**src/rtl/mult_job_arbiter_pkg.sv**
```systemverilog
// Shared definitions for the multiplier job arbiter: default widths and FSM state codes.
package mult_job_arbiter_pkg;

  localparam int DW_DEFAULT = 4;
  localparam int AW_DEFAULT = 3;

  localparam logic [2:0] ST_IDLE  = 3'd0;
  localparam logic [2:0] ST_GRANT = 3'd1;
  localparam logic [2:0] ST_READ  = 3'd2;
  localparam logic [2:0] ST_MULT  = 3'd3;
  localparam logic [2:0] ST_WRITE = 3'd4;
  localparam logic [2:0] ST_DONE  = 3'd5;

  typedef enum logic [2:0] {
    IDLE  = ST_IDLE,
    GRANT = ST_GRANT,
    READ  = ST_READ,
    MULT  = ST_MULT,
    WRITE = ST_WRITE,
    DONE  = ST_DONE
  } state_t;

endpackage

```
**src/rtl/mult_job_arbiter_shift_add.sv**
```systemverilog
// Unsigned shift-add multiplier: one partial product per cycle, DW cycles per product.
module mult_shift_add #(
  parameter int DW = 4
) (
  input  logic          clk,
  input  logic          rst,
  input  logic          start,
  input  logic [DW-1:0] a,
  input  logic [DW-1:0] b,
  output logic          busy,
  output logic          done,
  output logic [2*DW-1:0] p
);

  localparam int CW = $clog2(DW + 1);

  logic [2*DW-1:0] acc_q, mcand_q;
  logic [DW-1:0]   mplier_q;
  logic [CW-1:0]   cnt_q;

  logic [2*DW-1:0] accIn, mcIn;
  logic [DW-1:0]   mpIn;
  logic            stepEn;

  // The start cycle already performs the first iteration straight from a/b.
  always_comb begin
    accIn  = start ? '0 : acc_q;
    mcIn   = start ? {{DW{1'b0}}, a} : mcand_q;
    mpIn   = start ? b : mplier_q;
    stepEn = start || busy;
  end

  always_ff @(posedge clk or negedge rst) begin
    if (!rst) begin
      acc_q    <= '0;
      mcand_q  <= '0;
      mplier_q <= '0;
      cnt_q    <= '0;
    end else if (stepEn) begin
      acc_q    <= accIn + (mpIn[0] ? mcIn : '0);
      mcand_q  <= mcIn << 1;
      mplier_q <= mpIn >> 1;
      cnt_q    <= start ? CW'(DW - 1) : cnt_q - CW'(1);
    end
  end

  assign busy = (cnt_q != '0);
  assign done = start ? (DW == 1) : (cnt_q == CW'(1));
  assign p    = acc_q;

endmodule

```
**src/rtl/mult_job_arbiter.sv**
```systemverilog
// Round-robin job arbiter sequencing regfile read, shared multiply and RAM write for two requesters.
module mult_job_arbiter
  import mult_job_arbiter_pkg::*;
#(
  parameter int DW = DW_DEFAULT,
  parameter int AW = AW_DEFAULT
) (
  input  logic            clk,
  input  logic            rst,
  input  logic            req0,
  input  logic            req1,
  input  logic [AW-1:0]   a1_0,
  input  logic [AW-1:0]   a1_1,
  input  logic [AW-1:0]   a2_0,
  input  logic [AW-1:0]   a2_1,
  input  logic [AW-1:0]   ar_0,
  input  logic [AW-1:0]   ar_1,
  output logic            ack0,
  output logic            ack1,
  output logic [AW-1:0]   rf_adr1,
  output logic [AW-1:0]   rf_adr2,
  input  logic [DW-1:0]   rf_d1,
  input  logic [DW-1:0]   rf_d2,
  output logic            ram_we,
  output logic [AW-1:0]   ram_adr,
  output logic [2*DW-1:0] ram_wd,
  output logic [2*DW-1:0] result,
  output logic [2:0]      st_out
);

  state_t          state_q, state_d;
  logic            grant_q, grant_d;
  logic            favour1_q, favour1_d;
  logic [AW-1:0]   jobA1_q, jobA1_d, jobA2_q, jobA2_d, jobAr_q, jobAr_d;
  logic [DW-1:0]   opA_q, opA_d, opB_q, opB_d;
  logic [2*DW-1:0] result_q, result_d;

  logic            mulStart, mulBusy, mulDone;
  logic [2*DW-1:0] mulP;

  mult_shift_add #(.DW(DW)) u_mult (
    .clk   (clk),
    .rst   (rst),
    .start (mulStart),
    .a     (opA_q),
    .b     (opB_q),
    .busy  (mulBusy),
    .done  (mulDone),
    .p     (mulP)
  );

  always_ff @(posedge clk or negedge rst) begin
    if (!rst) begin
      state_q   <= IDLE;
      grant_q   <= 1'b0;
      favour1_q <= 1'b0;
      jobA1_q   <= '0;
      jobA2_q   <= '0;
      jobAr_q   <= '0;
      opA_q     <= '0;
      opB_q     <= '0;
      result_q  <= '0;
    end else begin
      state_q   <= state_d;
      grant_q   <= grant_d;
      favour1_q <= favour1_d;
      jobA1_q   <= jobA1_d;
      jobA2_q   <= jobA2_d;
      jobAr_q   <= jobAr_d;
      opA_q     <= opA_d;
      opB_q     <= opB_d;
      result_q  <= result_d;
    end
  end

  // The job register is loaded on the IDLE->GRANT edge so the regfile addresses are valid from GRANT on.
  always_comb begin
    state_d   = state_q;
    grant_d   = grant_q;
    favour1_d = favour1_q;
    jobA1_d   = jobA1_q;
    jobA2_d   = jobA2_q;
    jobAr_d   = jobAr_q;
    opA_d     = opA_q;
    opB_d     = opB_q;
    result_d  = result_q;
    mulStart  = 1'b0;
    case (state_q)
      IDLE: begin
        if (req0 || req1) begin
          grant_d = (req0 && req1) ? favour1_q : req1;
          jobA1_d = grant_d ? a1_1 : a1_0;
          jobA2_d = grant_d ? a2_1 : a2_0;
          jobAr_d = grant_d ? ar_1 : ar_0;
          state_d = GRANT;
        end
      end
      GRANT: state_d = READ;
      READ: begin
        opA_d   = rf_d1;
        opB_d   = rf_d2;
        state_d = MULT;
      end
      MULT: begin
        mulStart = !mulBusy;
        if (mulDone) state_d = WRITE;
      end
      WRITE: state_d = DONE;
      DONE: begin
        result_d  = mulP;
        favour1_d = ~grant_q;
        state_d   = IDLE;
      end
      default: state_d = IDLE;
    endcase
  end

  assign st_out  = state_q;
  assign ack0    = (state_q == DONE) && !grant_q;
  assign ack1    = (state_q == DONE) && grant_q;
  assign rf_adr1 = (state_q != IDLE) ? jobA1_q : '0;
  assign rf_adr2 = (state_q != IDLE) ? jobA2_q : '0;
  assign ram_we  = (state_q == WRITE);
  assign ram_adr = ram_we ? jobAr_q : '0;
  assign ram_wd  = ram_we ? mulP : '0;
  assign result  = result_q;

endmodule

```
**config.mk**
```make
export PLATFORM = sky130hd
export DESIGN_NAME = mult_job_arbiter
export DESIGN_NICKNAME = d
export VERILOG_FILES = /design/src/rtl/mult_job_arbiter_pkg.sv /design/src/rtl/mult_job_arbiter_shift_add.sv /design/src/rtl/mult_job_arbiter.sv
export SDC_FILE = /design/constraint.sdc
export NUM_CORES = 1
export LEC_CHECK = 0
export BUFFER_PORTS_ARGS = -buffer_cell sky130_fd_sc_hd__buf_2
export CORE_MARGIN = 2
export CORE_UTILIZATION = 23
export CTS_CLUSTER_SIZE = 30
export DETAILED_ROUTE_END_ITERATION = 8
export PLACE_DENSITY = 0.42
export SLEW_MARGIN = 20
export SYNTH_ARGS = -nofsm -noshare
export SYNTH_HDL_FRONTEND = slang
export SYNTH_SLANG_ARGS = --single-unit
```
**constraint.sdc**
```tcl
create_clock -name clk -period 4.2 [get_ports clk]
set_input_delay 0.21 -clock clk [delete_from_list [all_inputs] [get_ports clk]]
set_output_delay 0.21 -clock clk [all_outputs]
set_load 0.03 [all_outputs]
```
# == Word level (Yosys, flattened, before mapping) ==
# Index checks and enable logic that the tools add are counted.
# op_classes
bitwise_logic,1
muxes,18
eq_ne,8
reduce_logical,12
n_addsub,2
# ops
operator,n
$mux W8,4
$mux W3,9
$pmux W3 S5,1
$add A8 B8 Y8,1
$eq A3 B1 Y1 const B,2
$eq A3 B2 Y1 const B,2
$eq A3 B3 Y1 const B,2
$reduce_bool A3 Y1,2
$mux W4,1
$ne A2 B2 Y1 const B,2
$reduce_and A2 Y1,2
$logic_and A1 B1 Y1,3
$logic_not A3 Y1,1
$mux W1,3
$sub A3 B1 Y3 const B,1
$logic_not A1 Y1,2
$logic_or A1 B1 Y1,2
$not A1 Y1,1
# totals
in_bits,30
elab_cells,54
output_inout_bits,31
reg_bits,51

# == Logic depth before layout (Yosys ltp) ==
# Gate-level depths: netlist of run 1.
# depth
depth_word,6
depth_mapped,15
ltp_nobuf,14

# == By module ==
# A second synthesis of run 1 with hierarchy kept.
# hier_totals
hier_cells,249
hier_area_um2,2791.4
# modules_own_cells
mod,seq_area_each_um2,instances,area_per_inst_um2,cells_per_inst
mult_job_arbiter,750.7,1,1445.1,115
mult_shift_add,525.5,1,1346.3,134

# == Worst setup path before layout of run 1 ==
# OpenSTA, ideal clock, no wires.
# synth_timing
path_type,reg2reg
start,register u_mult.cnt_q[0]
end,"register u_mult.acc_q[7], in the netlist u_mult.p[7]"
arrival_time_ns,2.713
required_ns,4.104
n_path_buf,1
period_less_slack_ns,2.809
path_slack_ns,1.391
stages_incl_launch_ff,16
setup_time_ns,0.096
path_cell_list,dfrtp_1 > inv_1 > ha_1 > ha_1 > buf_2 > inv_1 > nor2_1 > and3_1 > a31oi_1 > inv_1 > ha_1 > a211oi_2 > o21bai_2 > a21boi_0 > a211oi_1 > nor4_2
# synth_between
elab_chain_len,6
elab_cells_between_ends,9
classes_between,1 x add/sub; 5 x mux; 3 x reduce/logical
# synth_lines
element,line_no,source
"start, declared",mult_job_arbiter_shift_add.sv:19,logic [CW-1:0] cnt_q;
"start signal, assigned",mult_job_arbiter_shift_add.sv:43,cnt_q <= start ? CW'(DW - 1) : cnt_q - CW'(1);
$reduce_bool A3 Y1 *,mult_job_arbiter_shift_add.sv:47,assign busy = (cnt_q != '0);
$logic_not A1 Y1,mult_job_arbiter.sv:105,mulStart = !mulBusy;
$mux W1,mult_job_arbiter.sv:88,case (state_q)
$mux W8 / $mux W4 (equally long branches),"mult_job_arbiter_shift_add.sv:28, mult_job_arbiter_shift_add.sv:29",
$mux W8,mult_job_arbiter_shift_add.sv:40,acc_q <= accIn + (mpIn[0] ? mcIn : '0);
$add A8 B8 Y8,mult_job_arbiter_shift_add.sv:40,
"end signal, assigned",mult_job_arbiter_shift_add.sv:40,
"end, declared",mult_job_arbiter_shift_add.sv:17,"logic [2*DW-1:0] acc_q, mcand_q;"
# Every way passes the cells marked *; elsewhere a longest branch is shown, timed or not.
# A chain may end at the register's enable or synchronous reset.

# == Final worst setup path of run 1 ==
# layout_timing
start,"register state_q[2], in the netlist st_out[2]"
end,"register u_mult.acc_q[7], in the netlist u_mult.p[7]"
# layout_between
elab_chain_len,5
elab_cells_between_ends,8
classes_between,1 x add/sub; 1 x eq/ne; 5 x mux; 1 x reduce/logical
# layout_lines
element,line_no,source
"start, declared",mult_job_arbiter.sv:31,"state_t state_q, state_d;"
"start signal, assigned",mult_job_arbiter.sv:64,state_q <= state_d;
$eq A3 B2 Y1 *,mult_job_arbiter.sv:88,
$mux W1 *,mult_job_arbiter.sv:88,
$mux W8 / $mux W4 (equally long branches),"mult_job_arbiter_shift_add.sv:28, mult_job_arbiter_shift_add.sv:29",
$mux W8,mult_job_arbiter_shift_add.sv:40,
$add A8 B8 Y8,mult_job_arbiter_shift_add.sv:40,
# Marked as above.

==> results of run 1 <==
power groups by stage:
stage | clock network [uW] | registers [uW] | logic (uW)
6_report | 411 | 887 | 993
5_1_grt | 448 | 922 | 1120
4_1_cts | 426 | 892 | 1010
3_5_place_dp | 0 | 902 | 1010
3_3_place_gp | 0 | 898 | 997
2_1_floorplan | 0 | 881 | 779
metal layers:
| layer | up-vias | part of all wire, % | global-route usage [%] |
|---|---|---|---|
| met5 | - | 0 | 0 |
| met4 | 0 | 1.1 | 2.68 |
| met3 | 7 | 4.7 | 2.60 |
| met2 | 46 | 48 | 18.0 |
| met1 | 1012 | 47 | 13.5 |
| li1 | 1073 | - | - |
final cells by class:
| cell class | count | area [um2] | area share [%] |
|---|---|---|---|
| clock buffers | 5 | 125 | 3.75 |
| clock inverters | 3 | 20.0 | 0.601 |
| inverters | 11 | 41.3 | 1.24 |
| multi-input cells | 201 | 1370 | 41.1 |
| flip-flops and latches | 51 | 1280 | 38.3 |
| well taps | 147 | 184 | 5.52 |
| repair buffers | 62 | 315 | 9.46 |
worst register-to-register path: stages, from the launching register on:
cell	delay (ns)
sky130_fd_sc_hd__dfrtp_1	0.82
sky130_fd_sc_hd__nand3b_2	0.40
sky130_fd_sc_hd__nor2_1	0.11
sky130_fd_sc_hd__and3_1	0.20
sky130_fd_sc_hd__a31oi_1	0.24
sky130_fd_sc_hd__inv_1	0.08
sky130_fd_sc_hd__ha_1	0.33
sky130_fd_sc_hd__a211oi_2	0.28
sky130_fd_sc_hd__o21bai_2	0.12
sky130_fd_sc_hd__a21boi_0	0.26
sky130_fd_sc_hd__a211oi_1	0.09
sky130_fd_sc_hd__nor4_2	0.26
stage by stage:
step                setup WS (ns)  power [uW]  utilization [%]  hold slack (ns)  cell area [um2]
global route                0.581        2490             28.0            0.129             3330
floorplan                    1.39        1660                -          -0.0856             2770
finish                      0.916        2290             28.0           0.0486             3330
CTS                         0.902        2330             28.0           0.0830             3330
detailed placement          0.933        1910             26.7            0.398             3180
global placement             1.03        1890             26.7            0.403             3180
registers in the layout, summed over array words and instances (netlist names):
register / count
grant_q: 1
st_out: 3
result: 8
u_mult.mcand_q: 7
u_mult.cnt_q: 3
u_mult.mplier_q: 3
jobA2_q: 3
jobA1_q: 3
opB_q: 4
u_mult.p: 8
jobAr_q: 3
opA_q: 4
favour1_q: 1
cells by family after synthesis:
| family | after synthesis | share of synthesized area [%] |
|---|---|---|
| mux | 28 | 10.9 |
| fa+ha+maj | 11 | 5.23 |
| simple gates | 103 | 19.2 |
| xor+xnor | 2 | 0.632 |
| buf+inv | 27 | 4.78 |
| flops | 51 | 46.0 |
| compound gates | 57 | 13.2 |
layout by cell type (no fill, tap or decap), types with 5 or more instances in the layout:
cell type,n
sky130_fd_sc_hd__buf_2,60
sky130_fd_sc_hd__dfrtp_1,51
sky130_fd_sc_hd__nand2_1,38
sky130_fd_sc_hd__nor2_1,20
sky130_fd_sc_hd__mux2_2,18
sky130_fd_sc_hd__and3_1,16
sky130_fd_sc_hd__o21ai_0,13
sky130_fd_sc_hd__a21oi_1,13
sky130_fd_sc_hd__inv_1,11
sky130_fd_sc_hd__mux2i_1,10
sky130_fd_sc_hd__ha_1,10
sky130_fd_sc_hd__and2_1,7
sky130_fd_sc_hd__nor2b_1,7
sky130_fd_sc_hd__a31oi_1,6
sky130_fd_sc_hd__nand3_1,5
sky130_fd_sc_hd__clkbuf_16,5
final timing paths:
| kind | depth (start not counted) | start | end | slack, ns |
|---|---|---|---|---|
| setup / recovery | 11 | st_out[2]$_DFFE_PN0P_ | u_mult.p[7]$_DFFE_PN0P_ | 0.92 |
| hold / removal | 2 | rst | jobA1_q[1]$_DFFE_PN0P_ | 0.05 |
| setup reg to reg | 11 | st_out[2]$_DFFE_PN0P_ | u_mult.p[7]$_DFFE_PN0P_ | 0.92 |
| hold reg to reg | 2 | jobA1_q[2]$_DFFE_PN0P_ | jobA1_q[2]$_DFFE_PN0P_ | 0.47 |
| max in group asynchronous | 2 | rst | result[0]$_DFFE_PN0N_ | 3.70 |
| min in group clk | 2 | rf_d2[0] | opB_q[0]$_DFFE_PN0P_ | 0.15 |
==> impl_summary.log, run 1 <==
INFO  metric synth.top_cells.by_count = 51 x sky130_fd_sc_hd__dfrtp_1, 38 x sky130_fd_sc_hd__nand2_1, 20 x sky130_fd_sc_hd__nor2_1
INFO  metric synth_top_cell_area_share = 46.0%
INFO  metric clkTransAtPathRegs = around 0.070 ns
INFO  metric port_buffers = 60
INFO  metric post_route_cells_drive_above_1_share = 29.7%
INFO  metric htree_num_levels = 2
INFO  metric grt-ovfl-total = 0
INFO  metric worst-slew-pin-transition = roughly 0.9 ns
INFO  metric num_vias = between 2,000 and 2,500
INFO  metric clk_path_buf_depth = 2
INFO  metric power_switching_share = 41.6%
INFO  metric largest_area_contributor_in_the_netlist = sky130_fd_sc_hd__dfrtp_1
INFO  metric residual_drc = 0
INFO  metric path_cells = nand3b_2 -> nor2_1 -> and3_1 -> a31oi_1 -> inv_1 -> ha_1 -> a211oi_2 -> o21bai_2 -> a21boi_0 -> a211oi_1 -> nor4_2
INFO  metric worst_ep_arrival_time = 3.48 ns
INFO  metric wirelength = 6600 um
INFO  metric critical-path-max-stage-delay = 0.82 ns
INFO  metric first_global_vias = 2,152
INFO  metric avgViaCountPerCell = 4.45
INFO  metric synth.yosys.warnings = 0
INFO  metric cts-buffers-inserted = 5
INFO  metric power_density = 687 mW/mm2
INFO  metric yosys_register_bits = 51
INFO  metric clock_root_buffer_master = sky130_fd_sc_hd__clkbuf_16
INFO  metric report.final.hold_viol_count = 0
INFO  metric place_inst = 472
INFO  metric postSynthNetCount = 320
INFO  metric yosysSeqAreaShare = approximately 46%
INFO  metric num-nets-final = 373
INFO  metric cts.repair_timing.setup_buffer_count = 0
INFO  metric worst_setup_path_end_kind = flop
INFO  metric floorplan.initialDensity = 23.3%
INFO  metric share_comb_of_total_power = between 40% and 50%
INFO  metric worst_clock_skew = 0.00612 ns
INFO  metric synth-edff-count = 0
INFO  metric path_buf_inv = 1
INFO  metric core-area = between 0.01 and 0.015 mm2
INFO  metric post-route-min-period = around 3.3 ns
INFO  metric estimated_wirelength_of_the_detail_placed_design = 4670 um
INFO  metric critPathRequiredTime = between 4 and 5 ns
INFO  metric cap_viol_max_count = 0
INFO  metric path_delay_family = compound AO/OA/AOI/OAI gates
INFO  metric crit_fanout = 21
INFO  metric final-max-slew-violation-count = 0
INFO  metric place_congestion = 0.754
INFO  metric drt-pass1-iter-count = 4
INFO  metric io_pins = 61
INFO  metric path_class = reg -> reg
INFO  metric report.final.setup_viol = 0
INFO  metric min_period_over_period = 78.2%
INFO  metric num_rows = 40
INFO  metric vdd_ir_drop_max = 0.216 mV
INFO  metric ant_nets_after_route = 0
INFO  metric worstSkewPairLatency = 0.29 ns
INFO  metric mappedNetlistArea = between 0.002 and 0.003 mm2
INFO  metric tightest_hold_check_type = in -> async
INFO  metric detail_route.iter0.violations = 81
INFO  metric timing.critical_path.slowest_stage_cell = sky130_fd_sc_hd__dfrtp_1
INFO  metric final.fill_count = between 1,000 and 1,500
INFO  metric yosys.cell_types.count = 46
INFO  metric synthToLayoutAreaGrowth = 20.2%
INFO  metric synth_cells = around 280
INFO  metric synth_area_leaders = sky130_fd_sc_hd__dfrtp_1 46%, sky130_fd_sc_hd__mux2_2 7.3%, sky130_fd_sc_hd__nand2_1 5.1%, sky130_fd_sc_hd__ha_1 4.5%, sky130_fd_sc_hd__and3_1 3.6%
INFO  metric global_route_wire_length_before_repair = 10,900 um
INFO  metric global_route.usage.total = 10.6%
INFO  metric cts_tree = yes
INFO  metric start_kind = flop
INFO  metric post-synth-top-count-cell = sky130_fd_sc_hd__dfrtp_1
INFO  metric fp.dieW = 114 um
INFO  metric p_sw = 954 uW
INFO  metric cts.hold.buffers_added = 0
INFO  metric grt_start_max_net_pins = 52
INFO  metric die-area = 0.0129 mm2
INFO  metric tns = 0 ns
INFO  metric syn-mean-instance-area = 9.94 um2
INFO  metric run_status = complete, no violations
INFO  metric slew-limit-headroom = 38.5%
INFO  metric height_of_the_chip = 114 um
INFO  metric grt_setup_unrepaired = false
INFO  metric fmax = just over 300 MHz
INFO  metric leakage = 0.00170 uW
INFO  metric async_reset_ff_share = 100%
INFO  metric antenna_found_initial = 0
INFO  metric clock-sinks = 51
INFO  metric cts_repair_resize_count = 0
INFO  metric dominantRegCellSynth = sky130_fd_sc_hd__dfrtp_1
INFO  metric power_frac_seq = between 30 and 40%
INFO  metric p_int = ~1300 uW
INFO  metric antennaDiodeCount = 0
INFO  metric drt-wirelength-per-cell = about 14 um
INFO  metric part_of_the_power_in_the_clock_network = around 18%
INFO  metric instances_no_fill = 480
(Power assumes the default switching activity.)
==> inputs of run 2 (changes only) <==
PLACE_DENSITY = 0.44   (was 0.42)
clock period = 2.9 ns   (was 4.2 ns; I/O delays follow)
==> run 2 against run 1 <==
Against the previous run:
- worst hold slack better by 0.038 ns
- critical path type unchanged
- non-clock buffer count increased by 11
- sequential power increased by 40%
- combinational power is 63% higher
- sequential share of layout area fell by 1.4 points
- utilization increased by 1.0 points
- setup slack got worse by 0.68 ns
- design area increased by 3.7%
- critical path depth fell by 2
- cell count up 2.3%
==> impl_summary.log, run 2 (synthesis gave the netlist of run 1 again) <==
INFO  metric run_status = complete, no violations
INFO  metric start_kind = flop
INFO  metric core-area = 0.0119 mm2 (unchanged)
INFO  metric place_congestion = 0.769 (+2.0%)
INFO  metric clock-sinks = 51 (unchanged)
INFO  metric die-area = 0.0129 mm2 (unchanged)
INFO  metric wirelength = 6690 um (+1.4%)
INFO  metric post_route_cells_drive_above_1_share = 33.4% (+3.7 points)
INFO  metric layout_commonest_cell = sky130_fd_sc_hd__buf_2
INFO  metric instances_no_fill = 491 (+2.3%)
INFO  metric vdd_ir_drop_max = 0.339 mV (+57%)
INFO  metric ant_nets_after_route = 0 (unchanged)
INFO  metric rr_startpoint = st_out[2]$_DFFE_PN0P_
INFO  metric path_class = reg -> reg
INFO  metric place_inst = 481 (+1.9%)
INFO  metric height_of_the_chip = 114 um (unchanged)
INFO  metric final_cell_mix = 60 x sky130_fd_sc_hd__buf_2, 51 x sky130_fd_sc_hd__dfrtp_1, 38 x sky130_fd_sc_hd__nand2_1
INFO  metric grt_setup_unrepaired = false
INFO  metric post-route-min-period = 2.67 ns (-0.619 ns)
INFO  metric final.fill_count = 1,276 (-0.70%)
INFO  metric num_vias = 2,188 (+2.3%)
INFO  metric tightest_hold_check_type = in -> reg
INFO  metric regToRegEndpoint = u_mult.p[6]$_DFFE_PN0P_
INFO  metric synthToLayoutAreaGrowth = 24.6%
INFO  metric global_route_wire_length_before_repair = 11,100 um (+2.2%)
INFO  metric worst_ep_arrival_time = 2.85 ns (-0.63 ns)
INFO  metric clk_path_buf_depth = 2 (unchanged)
INFO  metric timing.critical_path.slowest_stage_cell = sky130_fd_sc_hd__and3b_4
INFO  metric grt_start_max_net_pins = 27 (-48%)
INFO  metric first_global_vias = 2,319 (+7.8%)
INFO  metric tns = 0 ns (unchanged)
INFO  metric drt-wirelength-per-cell = 13.6 um (-0.83%)
INFO  metric worst_setup_path_end_kind = flop
INFO  metric fmax = 375 MHz (+23%)
INFO  metric setup.worst_path.start = st_out[2]$_DFFE_PN0P_
INFO  metric worstSkewPairLatency = 0.29 ns (about the same)
INFO  metric leakage = 0.00175 uW (+3.0%)
INFO  metric critPathRequiredTime = 3.09 ns (-1.31 ns)
INFO  metric global_route.usage.total = 10.7% (+0.095 points)
INFO  metric cap_viol_max_count = 0 (unchanged)
INFO  metric min_period_over_period = 91.9% (+14 points)
INFO  metric report.final.setup_viol = 0 (unchanged)
INFO  metric clkTransAtPathRegs = 0.07 ns (about the same)
INFO  metric crit_fanout = 16 (-24%)
INFO  metric avgViaCountPerCell = 4.46 (about the same)
INFO  metric reg2reg_depth = 9 (-2)
INFO  metric num_rows = 40 (unchanged)
INFO  metric grt-ovfl-total = 0 (unchanged)
INFO  metric htree_num_levels = 2 (unchanged)
INFO  metric detail_route.iter0.violations = 46 (-43%)
INFO  metric antenna_found_initial = 0 (unchanged)
INFO  metric port_buffers = 60 (unchanged)
INFO  metric num-nets-final = 384 (+2.9%)
INFO  metric critical-path-max-stage-delay = 0.42 ns (-0.40 ns)
INFO  metric drt-pass1-iter-count = 4 (unchanged)
INFO  metric worst_clock_skew = 0.00806 ns (+0.00194 ns)
INFO  metric fp.dieW = 114 um (unchanged)
INFO  metric cts-buffers-inserted = 5 (unchanged)
INFO  metric reg2reg_slack = 0.23 ns (-0.68 ns)
INFO  metric antennaDiodeCount = 0 (unchanged)
INFO  metric final-max-slew-violation-count = 0 (unchanged)
INFO  metric power_density = 994 mW/mm2 (+45%)
INFO  metric path_cells = and3b_4 -> nand2_4 -> o21ai_0 -> ha_1 -> nor2b_2 -> o31a_1 -> o21ai_1 -> mux2i_1 -> a311oi_1
INFO  metric cts_tree = yes
INFO  metric report.final.hold_viol_count = 0 (unchanged)
INFO  metric io_pins = 61 (unchanged)
INFO  metric residual_drc = 0 (unchanged)
INFO  metric floorplan.initialDensity = 23.3% (unchanged)
INFO  metric slew-limit-headroom = 47.1% (+8.6 points)
INFO  metric clock_root_buffer_master = sky130_fd_sc_hd__clkbuf_16
INFO  metric worst-slew-pin-transition = 0.791 ns (-0.129 ns)
INFO  metric timing.critical_path.to = u_mult.p[6]$_DFFE_PN0P_
INFO  metric estimated_wirelength_of_the_detail_placed_design = 4960 um (+6.4%)
==> run 2: area by class of cell <==
type                    instances  area (um2)  share of cell area, %
multi-input cells             201        1410                   40.9
clock buffers                   6         129                   3.73
inverters                      11        41.3                   1.19
clock inverters                 2        12.5                  0.362
repair buffers                 73         400                   11.6
flip-flops and latches         51        1280                   36.9
well taps                     147         184                   5.32
==> run 2: power breakdown <==
group	switching [uW]	internal (uW)
Combinational	932	684
Sequential	223	1020
Clock	259	319
Total	1410	2020
==> run 2: per-stage QoR <==
step	setup WS (ns)	hold slack, ns	cell area (um2)	total power [uW]	utilization (%)
global route	0.0185	0.0890	3460	3740	29.0
detailed placement	0.00639	0.201	3250	2840	27.3
floorplan	0.0913	-0.151	2770	2400	-
global placement	0.119	0.205	3250	2820	27.3
finish	0.235	0.0864	3460	3430	29.0
CTS	0.00907	0.0850	3400	3440	28.5
==> run 2: layer usage <==
metal  vias to the layer above  global-route usage, %  share of wire [%]
li1                       1099                      -                  -
met1                      1051                   13.1                 46
met2                        32                   19.2                 50
met3                         6                   1.81                2.9
met4                         0                   3.09                1.2
met5                         -                      0                  0
==> run 2: how the worst min path moves through the flow <==
stage	start	to	slack [ns]	cells after the start
floorplan	rst	favour1_q$_DFFE_PN0N_	-0.15	0
global placement	rst	result[6]$_DFFE_PN0N_	0.20	1
detailed placement	rst	result[6]$_DFFE_PN0N_	0.20	1
CTS	rf_d1[1]	opA_q[1]$_DFFE_PN0P_	0.09	2
global route	rf_d1[1]	opA_q[1]$_DFFE_PN0P_	0.09	2
finish	rf_d2[0]	opB_q[0]$_DFFE_PN0P_	0.09	2
==> run 2: worst max-delay path: cells and delay by family (launching register included) <==
kind / cells / cell delay (ns)
compound gates: 4 / 0.99
simple gates: 3 / 0.74
flops: 1 / 0.40
fa+ha+maj: 1 / 0.33
mux: 1 / 0.10
==> run 2: what timing repair did <==
| item | CTS | global route |
|---|---|---|
| endpoints found under the setup margin | 1 | 4 |
| pin swaps | 0 | 6 |
| hold buffers | 1 | 0 |
| hold endpoints to repair | 25 | 0 |
| gates resized for setup | 1 | 9 |
| buffers inserted | 0 | 1 |
| gates cloned | 0 | 0 |
